## config.mk

```make
export PLATFORM = sky130hd
export DESIGN_NAME = sipo_deserializer
export DESIGN_NICKNAME = d
export VERILOG_FILES = /design/src/rtl/sipo_deserializer.sv
export SDC_FILE = /design/constraint.sdc
export NUM_CORES = 1
export LEC_CHECK = 0
export CAP_MARGIN = 0
export CORE_MARGIN = 5
export CORE_UTILIZATION = 52
export CTS_BUF_LIST = sky130_fd_sc_hd__clkbuf_4 sky130_fd_sc_hd__clkbuf_8
export CTS_CLUSTER_SIZE = 10
export DETAILED_ROUTE_END_ITERATION = 7
export PLACE_DENSITY = 0.77
export SYNTH_ARGS = -nofsm -noshare
export SYNTH_HDL_FRONTEND = slang
export SYNTH_SLANG_ARGS = --single-unit
```

## constraint.sdc

```tcl
create_clock -name clk -period 3.9 [get_ports clk]
set_clock_uncertainty 0.1 [all_clocks]
set_input_delay 0.78 -clock clk [delete_from_list [all_inputs] [get_ports clk]]
set_output_delay 0.78 -clock clk [all_outputs]
set_load 0.03 [all_outputs]
```

## src/rtl/sipo_deserializer.sv

```systemverilog
// Serial-in/parallel-out receiver: assembles BITWIDTH serial bits into a word and presents it on a
// valid/ready port. Optional DESER_PARITY_EN appends an even-parity bit per word and adds parityErr.
module sipo_deserializer #(
  parameter int BITWIDTH = 8,
  parameter int CNTW     = $clog2(BITWIDTH + 1)
) (
  input  logic                clk,
  input  logic                reset,
  input  logic                serIn,
  input  logic                serValid,
  input  logic                dir,
  input  logic                frameStart,
  output logic [BITWIDTH-1:0] dataOut,
  output logic                dataValid,
  input  logic                dataReady,
  output logic                overrun,
`ifdef DESER_PARITY_EN
  output logic                parityErr,
`endif
  output logic                busy
);

`ifdef DESER_PARITY_EN
  localparam int LAST_BIT = BITWIDTH;
`else
  localparam int LAST_BIT = BITWIDTH - 1;
`endif
  localparam logic [CNTW-1:0] LAST_CNT = CNTW'(LAST_BIT);
  localparam logic [CNTW-1:0] ONE_CNT  = CNTW'(1);
  localparam logic [CNTW-1:0] ZERO_CNT = CNTW'(0);

  localparam logic [0:0] ST_IDLE    = 1'b0;
  localparam logic [0:0] ST_COLLECT = 1'b1;

`ifdef DESER_PARITY_EN
  function automatic logic parity_err(input logic [BITWIDTH-1:0] data, input logic par);
    return ^{data, par};
  endfunction
`endif

  logic [BITWIDTH-1:0] sr_r, sr_nxt_s, shifted_s, word_s, data_r;
  logic [CNTW-1:0]     count_r, count_nxt_s;
  logic                dir_r, dir_nxt_s, dir_eff_s;
  logic                complete_s, buf_free_s;
  logic                valid_r, overrun_r;
  logic [0:0]          state_r;
`ifdef DESER_PARITY_EN
  logic                perr_r, perr_s;
`endif

  // Next-state of the assembly register, bit counter and latched bit order
  always_comb begin
    dir_eff_s   = (frameStart || (count_r == ZERO_CNT)) ? dir : dir_r;
    shifted_s   = dir_eff_s ? {serIn, sr_r[BITWIDTH-1:1]} : {sr_r[BITWIDTH-2:0], serIn};
    sr_nxt_s    = sr_r;
    count_nxt_s = count_r;
    dir_nxt_s   = dir_r;
    complete_s  = 1'b0;
    word_s      = shifted_s;
    buf_free_s  = !valid_r || dataReady;
`ifdef DESER_PARITY_EN
    perr_s      = 1'b0;
`endif
    if (frameStart) begin
      // An abort with a valid bit starts a fresh word with that bit
      if (serValid) begin
        sr_nxt_s    = shifted_s;
        count_nxt_s = ONE_CNT;
        dir_nxt_s   = dir;
      end else begin
        count_nxt_s = ZERO_CNT;
      end
    end else if (serValid) begin
      dir_nxt_s = dir_eff_s;
      if (count_r == LAST_CNT) begin
        complete_s  = 1'b1;
        count_nxt_s = ZERO_CNT;
`ifdef DESER_PARITY_EN
        word_s      = sr_r;
        perr_s      = parity_err(sr_r, serIn);
        sr_nxt_s    = sr_r;
`else
        sr_nxt_s    = shifted_s;
`endif
      end else begin
        count_nxt_s = count_r + ONE_CNT;
        sr_nxt_s    = shifted_s;
      end
    end else begin
      sr_nxt_s = sr_r;
    end
  end

  // Assembly-side state
  always_ff @(posedge clk or negedge reset) begin
    if (!reset) begin
      sr_r    <= {BITWIDTH{1'b0}};
      count_r <= ZERO_CNT;
      dir_r   <= 1'b0;
      state_r <= ST_IDLE;
    end else begin
      sr_r    <= sr_nxt_s;
      count_r <= count_nxt_s;
      dir_r   <= dir_nxt_s;
      state_r <= (count_nxt_s != ZERO_CNT) ? ST_COLLECT : ST_IDLE;
    end
  end

  // Output holding register, handshake and overrun pulse
  always_ff @(posedge clk or negedge reset) begin
    if (!reset) begin
      data_r    <= {BITWIDTH{1'b0}};
      valid_r   <= 1'b0;
      overrun_r <= 1'b0;
`ifdef DESER_PARITY_EN
      perr_r    <= 1'b0;
`endif
    end else begin
      overrun_r <= complete_s && !buf_free_s;
      if (complete_s && buf_free_s) begin
        data_r  <= word_s;
        valid_r <= 1'b1;
`ifdef DESER_PARITY_EN
        perr_r  <= perr_s;
`endif
      end else if (valid_r && dataReady) begin
        valid_r <= 1'b0;
      end else begin
        valid_r <= valid_r;
      end
    end
  end

  assign dataOut   = data_r;
  assign dataValid = valid_r;
  assign overrun   = overrun_r;
  assign busy      = (state_r == ST_COLLECT);
`ifdef DESER_PARITY_EN
  assign parityErr = perr_r;
`endif

endmodule
```

# Yosys cells after proc, flatten, opt, wreduce, memory -nomap -nowiden
# Index checks and enable logic that the tools add are counted.
[op_classes] mux=15 n_addsub=1 reduce_logical=10 eq_ne=1
[ops] op="two-way mux 4 bit" n=3
[ops] op="two-way mux 1 bit" n=11
[ops] op="two-way mux 8 bit" n=1
[ops] op="adder 4 x 1 -> 4 bit, second input constant" n=1
[ops] op="equality test 4 x 3 -> 1 bit, second input constant" n=1
[ops] op="logical NOT 4 bit" n=1
[ops] op="nonzero test 4 bit" n=1
[ops] op="logical AND 1 bit" n=3
[ops] op="logical NOT 1 bit" n=2
[ops] op="logical OR 1 bit" n=2
[ops] op="nonzero test 2 bit" n=1
[word_totals] word_cells=34 reg_bits=24 in_bits=7 output_inout_bits=11

# Logic depth before layout (Yosys ltp)
# Gate-level depths: netlist (run 1).
[depth] word_depth=6 ltp_mapped=7 mapped_depth_nobuf=6

# Worst setup path after synthesis (run 1)
# No wires, ideal clock.
[synth_timing] kind="input to register" startpoint="input serValid" endpoint="register data_r[5], in the netlist dataOut[5]" path_buffers=2 arrival_ns=1.709 t_required_ns=3.718 slack_ns=2.009 setup_time_ns=0.082 path_stages=6 cell_sequence="buf_2 -> nand2_2 -> nor4b_4 -> buf_6 -> nor2_1 -> a31oi_1"
[synth_between] elab_chain_cells=3
[synth_rtl] element="from (decl)" line_no="10" source="input logic serValid,"
[synth_rtl] element="two-way mux 1 bit" line_no="73" source="end else if (serValid) begin"
[synth_rtl] element="two-way mux 1 bit" line_no="64" source="if (frameStart) begin"
[synth_rtl] element="logical AND 1 bit" line_no="120" source="if (complete_s && buf_free_s) begin"
[synth_rtl] element="to (signal assigned)" line_no="112" source="data_r <= {BITWIDTH{1'b0}};"
[synth_rtl] element="to (signal assigned)" line_no="121" source="data_r <= word_s;"
[synth_rtl] element="to (decl)" line_no="41" source="logic [BITWIDTH-1:0] sr_r, sr_nxt_s, shifted_s, word_s, data_r;"
# No other way between the ends.
# A chain may end at the register's enable or synchronous reset.

# Worst setup path after layout (run 1)
[layout_timing] startpoint="input frameStart" endpoint="register sr_r[4]"
[layout_between] elab_chain_cells=3
[layout_rtl] element="from (decl)" line_no="12" source="input logic frameStart,"
[layout_rtl] element="logical OR 1 bit" line_no="53" source="dir_eff_s = (frameStart || (count_r == ZERO_CNT)) ? dir : dir_r;"
[layout_rtl] element="two-way mux 1 bit" line_no="53"
[layout_rtl] element="two-way mux 8 bit" line_no="54" source="shifted_s = dir_eff_s ? {serIn, sr_r[BITWIDTH-1:1]} : {sr_r[BITWIDTH-2:0], serIn};"
[layout_rtl] element="to (signal assigned)" line_no="97" source="sr_r <= {BITWIDTH{1'b0}};"
[layout_rtl] element="to (signal assigned)" line_no="102" source="sr_r <= sr_nxt_s;"
[layout_rtl] element="to (decl)" line_no="41"
# No other way between the ends.

==> results of run 1 <==
## cell type report
| type | instances | area, um^2 | area share |
|---|---|---|---|
| Sequential cell | 24 | 601 | 0.443 |
| Inverter | 3 | 11.3 | 0.00830 |
| Tap cell | 28 | 35.0 | 0.0258 |
| Clock buffer | 3 | 22.5 | 0.0166 |
| Timing Repair Buffer | 18 | 178 | 0.131 |
| Multi-Input combinational cell | 81 | 509 | 0.375 |
## stage by stage
step / instance area (um^2) / power (mW) / setup WS, ns
final: 1360 / 0.524 / 1.41
after global placement: 1330 / 0.419 / 1.13
after floorplan: 1170 / 0.384 / 2.01
after CTS: 1360 / 0.530 / 1.44
after detailed placement: 1330 / 0.424 / 1.10
after global routing: 1360 / 0.566 / 1.26
## synth_stat cells (3+ instances only)
master	number	area share
nand3b_1	8	0.051
dfrtp_1	24	0.51
a31oi_1	17	0.091
nor2_1	23	0.074
o21ai_0	9	0.038
buf_6	3	0.029
inv_1	3	0.0096
## power breakdown
part | switching, mW | internal [mW]
logic | 0.0689 | 0.0510
clock network | 0.0696 | 0.0361
registers | 0.0215 | 0.277
total | 0.160 | 0.364
## cell families after synthesis
| family | Yosys count | share of synthesized area |
|---|---|---|
| AND/OR/NAND/NOR | 43 | 0.219 |
| AO/OA/AOI/OAI | 32 | 0.162 |
| flip-flops | 24 | 0.512 |
| buffers and inverters | 10 | 0.0534 |
| XOR/XNOR | 2 | 0.0149 |
| multiplexers | 2 | 0.0171 |
| adder cells (fa/ha/maj) | 2 | 0.0213 |
## worst max-delay path: cells and delay by family
kind                   cells  cell delay (ns)
AOI/OAI and AO/OA          2             0.51
buffers and inverters      1             0.63
and+or+nand+nor            1             0.71
## cell usage in the layout, fill, tap and decap left out
cell type and count:
or3_1 1, nor2_1 23, nand3b_1 8, a31oi_1 17, o21ai_1 2, nor3b_1 1, xor2_1 2, nand2b_1 2
nand2_2 1, buf_4 1, clkdlybuf4s50_1 17, nand4_1 1, nor3_1 1, nor3b_2 2, inv_1 3, ha_1 2
o21ai_0 9, o221ai_1 1, a21oi_1 1, o21a_1 2, nand2_1 1, clkbuf_4 3, nand2b_4 1, nor4b_4 1
mux2i_1 2, dfrtp_1 24
## how the worst max path moves through the flow
stage          slack (ns)  depth (start not counted)         end
2_1_floorplan        2.01                          6  dataOut[5]
5_1_grt              1.26                          4     sr_r[4]
4_1_cts              1.44                          4     sr_r[4]
3_3_place_gp         1.13                          5  dataOut[6]
6_report             1.41                          4     sr_r[4]
3_5_place_dp         1.10                          5  dataOut[5]
## state kept, by name (all words and copies together), names as in the netlist
signal	cells
sr_r	8
busy	1
dataValid	1
overrun	1
dir_r	1
count_r	4
dataOut	8
## per-layer routing
layer	vias up	wire length, um	global-route usage
li1	437	-	-
met1	425	922	0.191
met2	17	1100	0.253
met3	4	112	0.0362
met4	0	48	0.0795
met5	-	0	0
==> metrics.txt, run 1 <==
Pwr Density=386 nW/um^2; IO Count=18; Worst EP required=4.03 ns; FILL cells=180; drt via density=5.62; fin crit period=~2.5 ns; grt ovf=0; Post-Layout Cell Count=157; number of remaining DRC errors=0; GRT Util Overall=0.156; die height=57.5 um; core area=2190 um^2; worst hold slack=~0.44 ns; hold buffer count at cts=0; Min-Delay Path Depth=2; TritonCTS buffer count=3; worst min path class=reg -> reg; CTS Root Cell=clkbuf_4; Distinct cells, synth=26; Die X=57.5 um; Clock Latency Late Sink=0.31 ns; Slowest cell on crit path=nor3b_2; initial antenna violation count=0; Hold Crit Endpoint=dir_r; fin util=0.619; Placed Cells=154; Avg Inst Size Synth=approximately 10 um^2; post-synthesis sequential area ratio=0.512; Reg clk slew, reported paths=0.12 ns; H-tree Lvls=1; # clock sinks=24; max-slew violation count=0; Worst setup SP type=input pin; static leakage=0.570 nW; Async SR Flop Fraction=1.00; RSZ-0062 raised after global routing=no; ratio of cells with drive above 1 in the final layout=0.0698; crit path kind=in -> reg; clk buf depth=2; Vias=883; CP cell instances=clkdlybuf4s50_1 -> nor3b_2 -> o21ai_0 -> a31oi_1; WL final=2.18 mm; reg2reg end=sr_r[4]; relative slew slack=0.315; final period utilization=0.639; setup bufs post-CTS=0; R2R cell count=6; vias in the first global route=between 800 and 900; pin count of the biggest net entering global routing=27; RePlAce Congestion=0.787; CP Launch Point=frameStart; Top FF cell, synth=dfrtp_1; count of TritonRoute iterations in the first routing pass=4; antenna-violating nets left=0; worst slew pin tran=1.02 ns; Fin Setup TNS=0 ns; n_diodes=0; Crit. End Element=flop; first-pass GRT wire length=3.91 mm; EDFF count, synth=0; DIE AREA=3300 um^2; Final #Nets=140; CTS tree=done; Cells after Synth=approximately 120; outcome=completed; synth warn=0; hold violation count in the final report=0; post-CTS sizing=0; Initial Utilization=0.535; Rows=17; Mapped Nets=124; Synth Cell Area=1170 um^2; Worst Hold Launch=dir_r; Critical Path Max Stage Delay=0.71 ns; Layout area overhead=15.7%; max capacitance violation total=0; r2r setup slk=1.74 ns; IO buf count=17; Peak VDD IR=approximately 0.00022 V; max frequency=0.401 GHz; final setup violation count=0; initial drt markers=8; worst r2r src=count_r[0]; wire length per cell=between 10 and 15 um; CP max FO=17; CP Data Arrival Time=around 2.6 ns; synthesis-stage register bit count=24; DP HPWL=1.58 mm
No activity file was read; power rests on OpenSTA's default activity.
==> inputs of run 2 (changes only) <==
--- a/config.mk
+++ b/config.mk
@@ -7,11 +7,11 @@
 export LEC_CHECK = 0
 export CAP_MARGIN = 0
 export CORE_MARGIN = 5
-export CORE_UTILIZATION = 52
+export CORE_UTILIZATION = 49
 export CTS_BUF_LIST = sky130_fd_sc_hd__clkbuf_4 sky130_fd_sc_hd__clkbuf_8
 export CTS_CLUSTER_SIZE = 10
 export DETAILED_ROUTE_END_ITERATION = 7
-export PLACE_DENSITY = 0.77
+export PLACE_DENSITY = 0.76
 export SYNTH_ARGS = -nofsm -noshare
 export SYNTH_HDL_FRONTEND = slang
 export SYNTH_SLANG_ARGS = --single-unit
==> constraint.sdc (replaced) <==
create_clock -name clk -period 2.1 [get_ports clk]
set_clock_uncertainty 0.1 [all_clocks]
set_input_delay 0.42 -clock clk [delete_from_list [all_inputs] [get_ports clk]]
set_output_delay 0.42 -clock clk [all_outputs]
set_load 0.03 [all_outputs]
==> metrics.txt, run 2 (same netlist as run 1, synthesis figures left out) <==
first-pass GRT wire length=4.05 mm (+3.5%); post-CTS sizing=0 (unchanged); # clock sinks=24 (unchanged); storage element area=601 um^2 (unchanged); CTS Root Cell=clkbuf_4; delay-heaviest family, CP=buffers and inverters; count of TritonRoute iterations in the first routing pass=4 (unchanged); number of remaining DRC errors=0 (unchanged); hold buffer count at cts=0 (unchanged); most frequent cells in the layout=24 x dfrtp_1, 23 x nor2_1, 17 x a31oi_1, 17 x clkdlybuf4s50_1, 9 x o21ai_0; H-tree Lvls=1 (unchanged); Post-Layout Cell Count=162 (+3.2%); Die X=58.9 um (+2.5%); GRT Util Overall=0.154 (-0.00142); max capacitance violation total=0 (unchanged); Reg clk slew, reported paths=0.13 ns (about the same); DP HPWL=1.71 mm (+8.3%); setup bufs post-CTS=0 (unchanged); IO buf count=17 (unchanged); wire length per cell=14.4 um (+3.8%); commonest non-fill, non-tap cell in the layout=dfrtp_1; Fin Setup TNS=0 ns (unchanged); CP Data Arrival Time=1.38 ns (-1.25 ns); Pwr Density=708 nW/um^2 (+83%); clk buf depth=2 (unchanged); n_diodes=0 (unchanged); Vias=886 (+0.34%); Worst setup SP type=flop; crit path kind=reg -> out; worst slew pin tran=0.334 ns (-0.691 ns); Crit. End Element=primary output; Clock Latency Late Sink=0.31 ns (about the same); max frequency=around 0.53 GHz; die height=58.9 um (+2.5%); IO Count=18 (unchanged); fin crit period=between 1.5 and 2 ns; Final #Nets=145 (+3.6%); Critical Path Max Stage Delay=0.69 ns (-0.02 ns); worst hold slack=0.342 ns (-0.0980 ns); overall power=987 uW (+88%); WL final=2.34 mm (+7.2%); area occupied by multi-input gates=509 um^2 (unchanged); TritonCTS buffer count=3 (unchanged); FILL cells=199 (+11%); CP cell instances=clkdlybuf4s50_1; Slowest cell on crit path=clkdlybuf4s50_1; DIE AREA=3470 um^2 (+5.1%); Peak VDD IR=0.000577 V (+160%); worst min path class=in -> async; hold violation count in the final report=0 (unchanged); Placed Cells=159 (+3.2%); final period utilization=0.902; max-slew violation count=0 (unchanged); static leakage=0.595 nW (+4.4%); outcome=completed; Initial Utilization=0.520 (-0.0151); grt ovf=0 (unchanged); initial antenna violation count=0 (unchanged); drt via density=5.47 (-2.8%); relative slew slack=0.777 (+0.462); ratio of cells with drive above 1 in the final layout=0.104 (+0.0347); final setup violation count=0 (unchanged); r2r setup slk=0.32 ns (-1.42 ns); core area=2250 um^2 (+2.9%); sum of buffers and inverters on the critical path=1 (unchanged); initial drt markers=13 (+5); pin count of the biggest net entering global routing=25 (-7.4%); antenna-violating nets left=0 (unchanged); Layout area overhead=18.9%; vias in the first global route=906 (+3.7%); Worst EP required=1.58 ns (-2.45 ns); CTS tree=done; RSZ-0062 raised after global routing=no; RePlAce Congestion=0.784 (-0.42%); fin util=0.618 (-0.000873); Rows=17 (unchanged); CP max FO=2 (-15)
-- run 2: changes by cell type in the layout (fill, tap and decap cells not counted), sizes merged --
cell  previous run  this run
buf              1         6
-- run 2: area by class of cell --
type                    instances  share of cell area
inverters                       3             0.00808
clock buffers                   3              0.0162
flip-flops and latches         24               0.431
well taps                      28              0.0251
repair buffers                 23               0.154
multi-input cells              81               0.365
-- run 2: path summary, 6_finish.rpt --
kind,end,depth (start not counted),start
worst max-delay path,dataOut[6],1,dataOut[6]
worst min-delay path,dataOut[2],2,reset
worst max register to register,sr_r[7],7,count_r[0]
worst min register to register,dir_r,2,dir_r
max in group asynchronous,count_r[1],2,reset
min in group clk,dir_r,2,dir_r
-- run 2: metrics by stage --
step / cell area, um^2 / worst slack [ns]
floorplan: 1170 / 0.435
global placement: 1370 / 0.150
detailed placement: 1370 / 0.127
CTS: 1390 / 0.187
global route: 1390 / 0.149
finish: 1390 / 0.205
-- run 2: per-layer routing --
metal  part of all wire  global-route usage
met2               0.51               0.270
met5                  0                   0
met1               0.45               0.187
met3              0.034              0.0482
met4             0.0060              0.0291
-- run 2: power breakdown --
part / internal, mW / total (mW) / switching (mW)
Clock: 0.0670 / 0.198 / 0.132
Combinational: 0.101 / 0.234 / 0.132
Sequential: 0.514 / 0.554 / 0.0403
==> inputs of run 3 (changes only) <==
--- a/config.mk
+++ b/config.mk
@@ -7,11 +7,11 @@
 export LEC_CHECK = 0
 export CAP_MARGIN = 0
 export CORE_MARGIN = 5
-export CORE_UTILIZATION = 49
+export CORE_UTILIZATION = 52
 export CTS_BUF_LIST = sky130_fd_sc_hd__clkbuf_4 sky130_fd_sc_hd__clkbuf_8
 export CTS_CLUSTER_SIZE = 10
 export DETAILED_ROUTE_END_ITERATION = 7
-export PLACE_DENSITY = 0.76
+export PLACE_DENSITY = 0.77
 export SYNTH_ARGS = -nofsm -noshare
 export SYNTH_HDL_FRONTEND = slang
 export SYNTH_SLANG_ARGS = --single-unit
==> constraint.sdc (replaced) <==
create_clock -name clk -period 2.19 [get_ports clk]
set_clock_uncertainty 0.1 [all_clocks]
set_input_delay 0.438 -clock clk [delete_from_list [all_inputs] [get_ports clk]]
set_output_delay 0.438 -clock clk [all_outputs]
set_load 0.03 [all_outputs]
==> metrics.txt, run 3 (same netlist as run 1, synthesis figures left out) <==
outcome=completed; vias in the first global route=907 (+0.11%); commonest non-fill, non-tap cell in the layout=dfrtp_1; Vias=920 (+3.8%); TritonCTS buffer count=3 (unchanged); antenna-violating nets left=0 (unchanged); clk buf depth=2 (unchanged); most frequent cells in the layout=24 x dfrtp_1, 23 x nor2_1, 17 x a31oi_1, 17 x clkdlybuf4s50_1, 9 x o21ai_0; Die X=57.5 um (-2.4%); pin count of the biggest net entering global routing=25 (unchanged); Slowest cell on crit path=clkdlybuf4s50_1; sum of buffers and inverters on the critical path=1 (unchanged); Crit. path cell count=1 (unchanged); CP max FO=2 (unchanged); GRT Util Overall=0.150 (-0.00454); n_diodes=0 (unchanged); RePlAce Congestion=0.821 (+4.8%); grt ovf=0 (unchanged); initial drt markers=28 (+15); CTS tree=done; DP HPWL=1.61 mm (-5.7%); Fin Setup TNS=0 ns (unchanged); Clock Latency Late Sink=0.30 ns (about the same); count of TritonRoute iterations in the first routing pass=4 (unchanged); RSZ-0062 raised after global routing=no; worst slew pin tran=0.426 ns (+0.0928 ns); hold buffer count at cts=0 (unchanged); Crit. End Element=primary output; Rows=17 (unchanged); Layout area overhead=20.0%; final period utilization=0.865; Reg clk slew, reported paths=0.13 ns (about the same); Initial Utilization=0.535 (+0.0151); core area=2190 um^2 (-2.8%); max-slew violation count=0 (unchanged); Placed Cells=159 (unchanged); worst min path class=in -> async; max frequency=0.528 GHz; fin util=0.642 (+0.0237); Post-Layout Cell Count=162 (unchanged); drt via density=5.68 (+3.8%); CP Data Arrival Time=1.36 ns (-0.02 ns); Worst EP required=1.65 ns (+0.07 ns); Pwr Density=672 nW/um^2 (-5.1%); Worst setup SP type=flop; Peak VDD IR=0.000523 V (-9.3%); setup bufs post-CTS=0 (unchanged); delay-heaviest family, CP=buffers and inverters; IO Count=18 (unchanged); hold violation count in the final report=0 (unchanged); wire length per cell=13.7 um (-5.0%); relative slew slack=0.715 (-0.0620); WL final=2.22 mm (-5.0%); Final #Nets=145 (unchanged); max capacitance violation total=0 (unchanged); crit path kind=reg -> out; fin crit period=~1.9 ns; static leakage=0.598 nW (+0.45%); post-CTS sizing=0 (unchanged); CP cell instances=clkdlybuf4s50_1; final setup violation count=0 (unchanged); H-tree Lvls=1 (unchanged); Critical Path Max Stage Delay=0.67 ns (-0.02 ns); first-pass GRT wire length=3.93 mm (-2.9%); DIE AREA=3300 um^2 (-4.8%); CTS Root Cell=clkbuf_4; number of remaining DRC errors=0 (unchanged); ratio of cells with drive above 1 in the final layout=0.104 (unchanged); # clock sinks=24 (unchanged); IO buf count=17 (unchanged); die height=57.5 um (-2.4%); R2R cell count=7 (unchanged); initial antenna violation count=0 (unchanged)
-- run 3: final timing paths --
path                             from         end  slack (ns)
min in group clk            dataValid   dataValid        0.44
max reg2reg                count_r[0]     sr_r[5]        0.32
max                        dataOut[4]  dataOut[4]        0.30
max in group asynchronous       reset  dataOut[5]        1.39
min                             reset  dataOut[2]        0.36
min reg2reg                 dataValid   dataValid        0.44
-- run 3: cell type report --
| cell class | count | area (um^2) |
|---|---|---|
| Fill cell | 185 | 785 |
| Clock buffer | 3 | 22.5 |
| Sequential cell | 24 | 601 |
| Tap cell | 28 | 35.0 |
| Inverter | 3 | 11.3 |
| Timing Repair Buffer | 23 | 228 |
| Multi-Input combinational cell | 81 | 509 |
-- run 3: metrics by stage --
stage               cell area [um^2]  worst slack, ns  hold slack [ns]  power, mW
finish                          1410            0.296            0.365      0.945
CTS                             1410            0.271            0.373      0.952
floorplan                       1170            0.525           0.0424      0.683
global placement                1380            0.111            0.406      0.754
detailed placement              1380           0.0920            0.415      0.763
global route                    1410            0.212            0.381       1.01
-- run 3: power breakdown --
part           switching (mW)  total, mW  leakage, nW  internal, mW
Combinational           0.127      0.225        0.281        0.0975
Sequential             0.0375      0.531        0.303         0.493
Clock                   0.126      0.190       0.0138        0.0641
Total                   0.290      0.945        0.598         0.655
-- run 3: routing by layer --
layer  wire, um  vias to the layer above  global-route usage  share of wire
met5          0                        -                   0              0
met4         14                        0              0.0397         0.0063
met3        167                        2              0.0339          0.075
met2       1080                       33               0.261           0.49
met1        958                      436               0.185           0.43
li1           -                      449                   -              -
